File: src/rtl/digit_serial_adder.sv
// rtl/digit_serial_adder.sv - two-bit-per-cycle serial adder with registered carry
//
// Purpose:
//   Adds two WIDTH-bit unsigned operands plus a carry-in over N = WIDTH/2
//   cycles. Each cycle one 2-bit digit pair is added with the carry held in
//   a flip-flop, LSB digit first, and sum digits are shifted into an
//   accumulator. The complete result is loaded into sum/c_out at the end.
//
// Ports:
//   clk    in   rising-edge clock
//   rst    in   synchronous active-high reset, priority over everything
//   start  in   begin an add; accepted only when not busy (IDLE or DONE)
//   a, b   in   WIDTH-bit operands, captured on the accepting edge
//   cin    in   carry-in, captured on the accepting edge
//   busy   out  high throughout the N RUN cycles
//   done   out  one-cycle pulse when sum/c_out have just been updated
//   sum    out  WIDTH-bit result of the last completed add
//   c_out  out  carry-out of the last completed add

// 2-bit add slice: {c_out, sum1, sum0} = {a1,a0} + {b1,b0} + cin
module digit_slice (
    input  logic a0,
    input  logic b0,
    input  logic a1,
    input  logic b1,
    input  logic cin,
    output logic sum0,
    output logic sum1,
    output logic c_out
);
    logic c_mid;

    always_comb begin
        sum0  = a0 ^ b0 ^ cin;
        c_mid = (a0 & b0) | (cin & (a0 ^ b0));
        sum1  = a1 ^ b1 ^ c_mid;
        c_out = (a1 & b1) | (c_mid & (a1 ^ b1));
    end
endmodule

module digit_serial_adder #(
    parameter int WIDTH = 8
) (
    input  logic             clk,
    input  logic             rst,
    input  logic             start,
    input  logic [WIDTH-1:0] a,
    input  logic [WIDTH-1:0] b,
    input  logic             cin,
    output logic             busy,
    output logic             done,
    output logic [WIDTH-1:0] sum,
    output logic             c_out
);
    localparam int N  = WIDTH / 2;
    // Counter never narrower than one bit so WIDTH=2 still has a real register.
    localparam int CW = (N > 1) ? $clog2(N) : 1;
    localparam logic [CW-1:0] LAST = CW'(N - 1);

    typedef enum logic [1:0] {
        IDLE = 2'd0,
        RUN  = 2'd1,
        DONE = 2'd2
    } state_t;

    state_t           state;
    logic [WIDTH-1:0] a_sh;
    logic [WIDTH-1:0] b_sh;
    logic [WIDTH-1:0] acc;
    logic             carry;
    logic [CW-1:0]    cnt;

    logic [1:0]       digit;
    logic             digit_carry;
    logic [WIDTH-1:0] acc_next;

    digit_slice u_slice (
        .a0    (a_sh[0]),
        .b0    (b_sh[0]),
        .a1    (a_sh[1]),
        .b1    (b_sh[1]),
        .cin   (carry),
        .sum0  (digit[0]),
        .sum1  (digit[1]),
        .c_out (digit_carry)
    );

    // New digit enters at the top so that after N shifts the LSB digit has
    // reached bit 0; the completing edge loads this value straight into sum.
    generate
        if (WIDTH == 2) begin : g_acc_single
            assign acc_next = digit;
        end else begin : g_acc_shift
            assign acc_next = {digit, acc[WIDTH-1:2]};
        end
    endgenerate

    always_ff @(posedge clk) begin
        if (rst) begin
            state <= IDLE;
            a_sh  <= '0;
            b_sh  <= '0;
            acc   <= '0;
            carry <= 1'b0;
            cnt   <= '0;
            sum   <= '0;
            c_out <= 1'b0;
            busy  <= 1'b0;
            done  <= 1'b0;
        end else begin
            case (state)
                IDLE: begin
                    done <= 1'b0;
                    if (start) begin
                        a_sh  <= a;
                        b_sh  <= b;
                        carry <= cin;
                        acc   <= '0;
                        cnt   <= '0;
                        busy  <= 1'b1;
                        state <= RUN;
                    end
                end

                RUN: begin
                    a_sh  <= a_sh >> 2;
                    b_sh  <= b_sh >> 2;
                    acc   <= acc_next;
                    carry <= digit_carry;
                    cnt   <= cnt + 1'b1;
                    if (cnt == LAST) begin
                        sum   <= acc_next;
                        c_out <= digit_carry;
                        busy  <= 1'b0;
                        done  <= 1'b1;
                        state <= DONE;
                    end
                end

                DONE: begin
                    done <= 1'b0;
                    // Back-to-back accept: same capture as from IDLE.
                    if (start) begin
                        a_sh  <= a;
                        b_sh  <= b;
                        carry <= cin;
                        acc   <= '0;
                        cnt   <= '0;
                        busy  <= 1'b1;
                        state <= RUN;
                    end else begin
                        state <= IDLE;
                    end
                end

                default: begin
                    busy  <= 1'b0;
                    done  <= 1'b0;
                    state <= IDLE;
                end
            endcase
        end
    end
endmodule

File: config.mk
export PLATFORM = sky130hd
export DESIGN_NAME = digit_serial_adder
export DESIGN_NICKNAME = d
export VERILOG_FILES = /design/src/rtl/digit_serial_adder.sv
export SDC_FILE = /design/constraint.sdc
export NUM_CORES = 1
export LEC_CHECK = 0
export CAP_MARGIN = 20
export CORE_AREA = 2 2 76 78
export CTS_BUF_LIST = sky130_fd_sc_hd__clkbuf_4 sky130_fd_sc_hd__clkbuf_8 sky130_fd_sc_hd__clkbuf_16
export DETAILED_ROUTE_END_ITERATION = 10
export DIE_AREA = 0 0 78 80
export GPL_TIMING_DRIVEN = 1
export REMOVE_ABC_BUFFERS = 1
export SYNTH_ARGS = -nofsm -noshare
export SYNTH_HDL_FRONTEND = slang
export SYNTH_SLANG_ARGS = --single-unit
File: constraint.sdc
create_clock -name clk -period 2.42 [get_ports clk]
set_clock_uncertainty 0.1 [all_clocks]
set_input_delay 0.605 -clock clk [delete_from_list [all_inputs] [get_ports clk]]
set_output_delay 0.605 -clock clk [all_outputs]
set_load 0.005 [all_outputs]
==> reports/qor.yml, run 1 <==
grt:
  antenna_found_initial: 0
  grt_max_degree: 39
  track_usage_pct: 12.7
  grt_pass1_wl_um: 6160
  grt_pass1_vias: 1301
  overflow: 0
worst_setup_path:
  critPathArrivalTime_ns: 1.14
  crit_family: "buffers and inverters"
  cp_max_fo: 3
  slowest_delay_ns: 0.50
  reg2reg_depth: 3
  crit_type: "flip-flop to output pin"
  crit_path_start: "busy$_SDFFE_PP0P_"
  r2r_slack_ns: 0.70
  cp-start-kind: "flip-flop"
  path_cells: "clkdlybuf4s50_1"
  r2r_start: "state[1]$_SDFFE_PP0P_"
  crit_slowest_cell: "clkdlybuf4s50_1"
  cp_num_buf_inv: 1
  worstReg2RegEnd: "a_sh[4]$_SDFFE_PP0P_"
  cp.required_ns: 1.71
  crit_path_end_kind: "output pin"
cts:
  htree_levels: 2
  postCtsHoldBufs: 0
  cts_tree: "built"
  numCtsBuffers: 5
  cts.sinks: 38
  clk_latency_ns: 0.29
  post_cts_resized: 0
  cts_setup_buffers: 0
  clock_path_buffers: 2
  cts-root-buf: "clkbuf_8"
  cts.clk_slew.worst_paths_ns: 0.08
detailed_routing:
  wl_per_cell_um: 13.0
  drt_iter0_drc: 48
  dr.pass1.iters: 4
  via_per_inst: 4.77
  drc: 0
  vias: 1312
  antenna_left: 0
  drt-total-wl_um: 3570
synth:
  ys_async_sr_fraction_pct: 0
  syn_area_per_cell_um2: 10.5
  netlist_instances: 176
  ys_types: 27
  yosysTopAreaCell: "dfxtp_1"
  ys_warn_count: 0
  synth_area_leaders: "dfxtp_1, mux2i_1, a211oi_2"
  yosys-top-cells-count: "dfxtp_1, mux2i_1, a21oi_1, nor2_1"
  yosysMostFrequentCell: "dfxtp_1"
  synth_seq_cells: 38
  synth_edf_count: 0
  ys_seq_area_share_pct: 41.3
  ys.flop_type: "dfxtp_1"
  synth_top_area_share_pct: 41.3
  netlist_area_mm2: 0.00184
sta:
  finalHoldViolations: 0
  drv_slew: 0
  max_freq_mhz: 541
  period_minus_slack_ns: 1.85
  rsz0062_at_grt: "false"
  worstMarginPinSlew_ns: 0.524
  setup_tns_ns: 0
  slew_headroom_pct: 65.0
  finalCritPeriodShare_pct: 76.4
  setup_viol: 0
power_and_ir_drop:
  leakagePower_nw: 0.818
  p_per_area_mw_per_mm2: 623
  ir_drop_uv: 240
  p_total_w: 0.00139
placed_design:
  portBuffers: 30
  post-dp-hpwl_um: 2320
  routabilityCongestion: 0.683
  placed_area_mm2: 0.00214
die:
  core_mm2: 0.00541
  rows: 27
  boundaryPins: 31
  die_h_um: 80
  dieArea_mm2: 0.00624
  die_x_um: 78
  initial_core_util_pct: 34.1
finish:
  antenna_cells: 0
  drive_above_1_share_pct: 22.2
  final_util_pct: 41.3
  areaGrowthSynthToFinish_pct: 21.2
  fin_area_mm2: 0.00223
  fillers: 552
  fin_nets: 225
min_path:
  worstHoldEndpoint: "c_out$_SDFFE_PP0P_"
  hold_path_class: "flip-flop to flip-flop"
  holdPathStages: 2
  hold_path_startpoint: "c_out$_SDFFE_PP0P_"
status:
  outcome: "finished clean"
run:
  maxCapViolCount: 0
## where the power goes
part / switching, W / total (W) / leakage [nW] / internal (W)
clock network: 0.000232 / 0.000461 / 0.0472 / 0.000229
registers: 0.0000320 / 0.000694 / 0.311 / 0.000662
logic: 0.000116 / 0.000235 / 0.460 / 0.000118
## cell families after synthesis
family / share of synthesized area [%]
multiplexers: 12.2
AO/OA/AOI/OAI: 14.0
buffers and inverters: 8.70
XOR/XNOR: 0.476
flip-flops: 41.3
AND/OR/NAND/NOR: 20.5
adder cells (fa/ha/maj): 2.86
## per-layer routing
metal	routed length [µm]	part of all wire [%]	GRT usage (%)	up-vias
met5	0	0	0	-
met4	68	1.9	5.79	0
met3	140	3.9	3.17	7
met2	1590	44	19.8	28
met1	1780	50	16.5	614
li1	-	-	-	663
## flip-flops by register name (all words and copies together) (netlist names)
name / count
a_sh: 8
acc: 6
b_sh: 8
busy: 1
c_out: 1
carry: 1
cnt: 2
done: 1
state: 2
sum: 8
## layout by cell type, fill, tap and decap left out, types with 2 or more instances in the layout
master	Yosys	layout
a211oi_2	12	12
a21oi_1	17	17
buf_4	0	6
clkbuf_8	0	6
clkdlybuf4s50_1	0	30
dfxtp_1	38	38
fa_1	2	2
mux2_2	3	3
mux2i_1	19	19
nand2_1	12	12
nand2b_1	2	2
nand3_1	12	12
nor2_1	13	13
nor3_1	2	2
nor3_2	12	12
nor3b_1	5	5
## final cells by class
type | count | area, µm² | area share, %
sequential | 38 | 761 | 34.1
timing repair buffer | 37 | 365 | 16.4
multi-input combinational | 120 | 920 | 41.2
tap | 72 | 90.1 | 4.04
clock inverter | 2 | 12.5 | 0.561
clock buffer | 6 | 82.6 | 3.70
## stage by stage
step	setup WS, ns	hold slack, ns	instances
2_1_floorplan	0.438	0.339	158
3_3_place_gp	0.425	0.342	267
3_5_place_dp	0.387	0.347	267
4_1_cts	0.548	0.359	275
5_1_grt	0.475	0.390	275
6_report	0.570	0.356	275
## how the worst max path moves through the flow
stage	endpoint	slack [ns]	cells past startpoint
global placement	a_sh[4]$_SDFFE_PP0P_	0.42	5
finish	busy	0.57	1
floorplan	sum[0]$_SDFFE_PP0P_	0.44	3
global route	sum[1]$_SDFFE_PP0P_	0.47	3
CTS	busy	0.55	1
detailed placement	a_sh[4]$_SDFFE_PP0P_	0.39	5
No activity file was read; power rests on OpenSTA's default activity.
==> run 2, diff against run 1 <==
clock period = 1.7 ns   (was 2.42 ns; I/O delays follow)
==> run 2 against run 1 <==
Net effect: sequential cell count unchanged; core utilization increased by 0.67 points; routed wire length increased by 1.1%; sequential share of layout area decreased by 0.32 points; total power increased by 38%; critical path type unchanged; die area unchanged.
==> reports/qor.yml, run 2 (synthesized netlist as in run 1, its figures left out) <==
sta:
  worstMarginPinSlew_ns: 0.367  # -0.157 ns
  finalHoldViolations: 0  # unchanged
  rsz0062_at_grt: "false"
  finalHoldWorstSlack_ns: 0.358  # +0.00135 ns
  drv_slew: 0  # unchanged
  slew_headroom_pct: 75.5  # +11 points
  period_minus_slack_ns: 1.65
  max_freq_mhz: 606
  fin_ws_ns: 0.0497  # -0.521 ns
  finalCritPeriodShare_pct: 97.1
  setup_viol: 0  # unchanged
finish:
  drive_above_1_share_pct: 25.7  # +3.6 points
  fin_nets: 229  # +1.8%
  fillers: 591  # +7.1%
  final_cell_mix: "dfxtp_1, clkdlybuf4s50_1, mux2i_1, a21oi_1, nor2_1"
  final_common_cell: "dfxtp_1"
  fin_cells: 278  # +1.1%
  antenna_cells: 0  # unchanged
  areaGrowthSynthToFinish_pct: 23.2
  reg_top3: "a_sh (8), b_sh (8), sum (8)"
worst_setup_path:
  crit_cells: 1  # unchanged
  crit_slowest_cell: "clkdlybuf4s50_1"
  crit_type: "flip-flop to output pin"
  crit_family: "buffers and inverters"
  r2r_slack_ns: 0.07  # -0.63 ns
  cp_num_buf_inv: 1  # unchanged
  crit_path_end_kind: "output pin"
  cp_max_fo: 2  # -1
  path_cells: "clkdlybuf4s50_1"
  cp.required_ns: 1.17  # -0.54 ns
  cp-start-kind: "flip-flop"
  reg2reg_depth: 4  # +1
  slowest_delay_ns: 0.50  # about the same
  critPathArrivalTime_ns: 1.13  # about the same
grt:
  grt_pass1_vias: 1343  # +3.2%
  grt_max_degree: 39  # unchanged
  overflow: 0  # unchanged
  antenna_found_initial: 0  # unchanged
  track_usage_pct: 13.2  # +0.48 points
  grt_pass1_wl_um: 6300  # +2.2%
detailed_routing:
  vias: 1341  # +2.2%
  dr.pass1.iters: 4  # unchanged
  antenna_left: 0  # unchanged
  wl_per_cell_um: 13.0  # about the same
  drt-total-wl_um: 3610  # +1.1%
  via_per_inst: 4.82  # +1.1%
  drt_iter0_drc: 70  # +46%
  drc: 0  # unchanged
cts:
  cts_tree: "built"
  clk_latency_ns: 0.29  # about the same
  cts.sinks: 38  # unchanged
  postCtsHoldBufs: 0  # unchanged
  cts-root-buf: "clkbuf_8"
  cts_setup_buffers: 0  # unchanged
  numCtsBuffers: 5  # unchanged
  clock_path_buffers: 2  # unchanged
  cts.clk_slew.worst_paths_ns: 0.07  # about the same
  htree_levels: 2  # unchanged
die:
  rows: 27  # unchanged
  initial_core_util_pct: 34.1  # unchanged
  die_x_um: 78  # unchanged
  core_mm2: 0.00541  # unchanged
  die_h_um: 80  # unchanged
  boundaryPins: 31  # unchanged
  dieArea_mm2: 0.00624  # unchanged
min_path:
  hold_path_class: "flip-flop to flip-flop"
  holdPathStages: 2  # unchanged
placed_design:
  routabilityCongestion: 0.711  # +4.1%
  portBuffers: 30  # unchanged
  dp_slack_ns: -0.0566  # -0.443 ns
  placed_cells: 271  # +1.5%
  post-dp-hpwl_um: 2460  # +6.0%
status:
  outcome: "finished clean"
power_and_ir_drop:
  p_per_area_mw_per_mm2: 845  # +36%
  leakagePower_nw: 0.857  # +4.7%
  ir_drop_uv: 441  # +84%
run:
  maxCapViolCount: 0  # unchanged
[run 2: final cells by class]
class	count	area, µm²	share of cell area, %
Timing Repair Buffer	41	410	18.1
Multi-Input combinational cell	120	922	40.7
Clock buffer	5	68.8	3.04
Clock inverter	2	10.0	0.442
Tap cell	72	90.1	3.97
Sequential cell	38	766	33.8
[run 2: stage by stage]
| stage | area, µm² | util [%] | total power, W | setup TNS [ns] |
|---|---|---|---|---|
| finish | 2270 | 41.9 | 0.00192 | 0 |
| global route | 2270 | 41.9 | 0.00203 | 0 |
| CTS | 2260 | 41.8 | 0.00195 | 0 |
| detailed placement | 2180 | 40.3 | 0.00136 | -0.335 |
| global placement | 2180 | 40.3 | 0.00136 | -0.260 |
| floorplan | 1680 | - | 0.00121 | -6.94 |
[run 2: final timing paths]
| check | startpoint | endpoint |
|---|---|---|
| worst max-delay path | sum[6]$_SDFFE_PP0P_ | sum[6] |
| worst min-delay path | c_out$_SDFFE_PP0P_ | c_out$_SDFFE_PP0P_ |
| worst min register to register | c_out$_SDFFE_PP0P_ | c_out$_SDFFE_PP0P_ |
| worst max register to register | carry$_SDFFE_PP0P_ | sum[7]$_SDFFE_PP0P_ |
[run 2: power by group]
part	total (W)	internal, W	switching, W
Combinational	0.000355	0.000181	0.000175
Sequential	0.000984	0.000944	0.0000403
Clock	0.000577	0.000275	0.000302
[run 2: timing repair]
action,CTS,global route
pin swaps,1,1
gates resized for setup,1,5
setup endpoints to repair,2,7
[run 2: metal layers]
layer	share of wire, %	GRT usage, %
met4	0.80	4.74
met2	46	21.3
met1	48	16.0
met5	0	0
met3	5.2	4.98
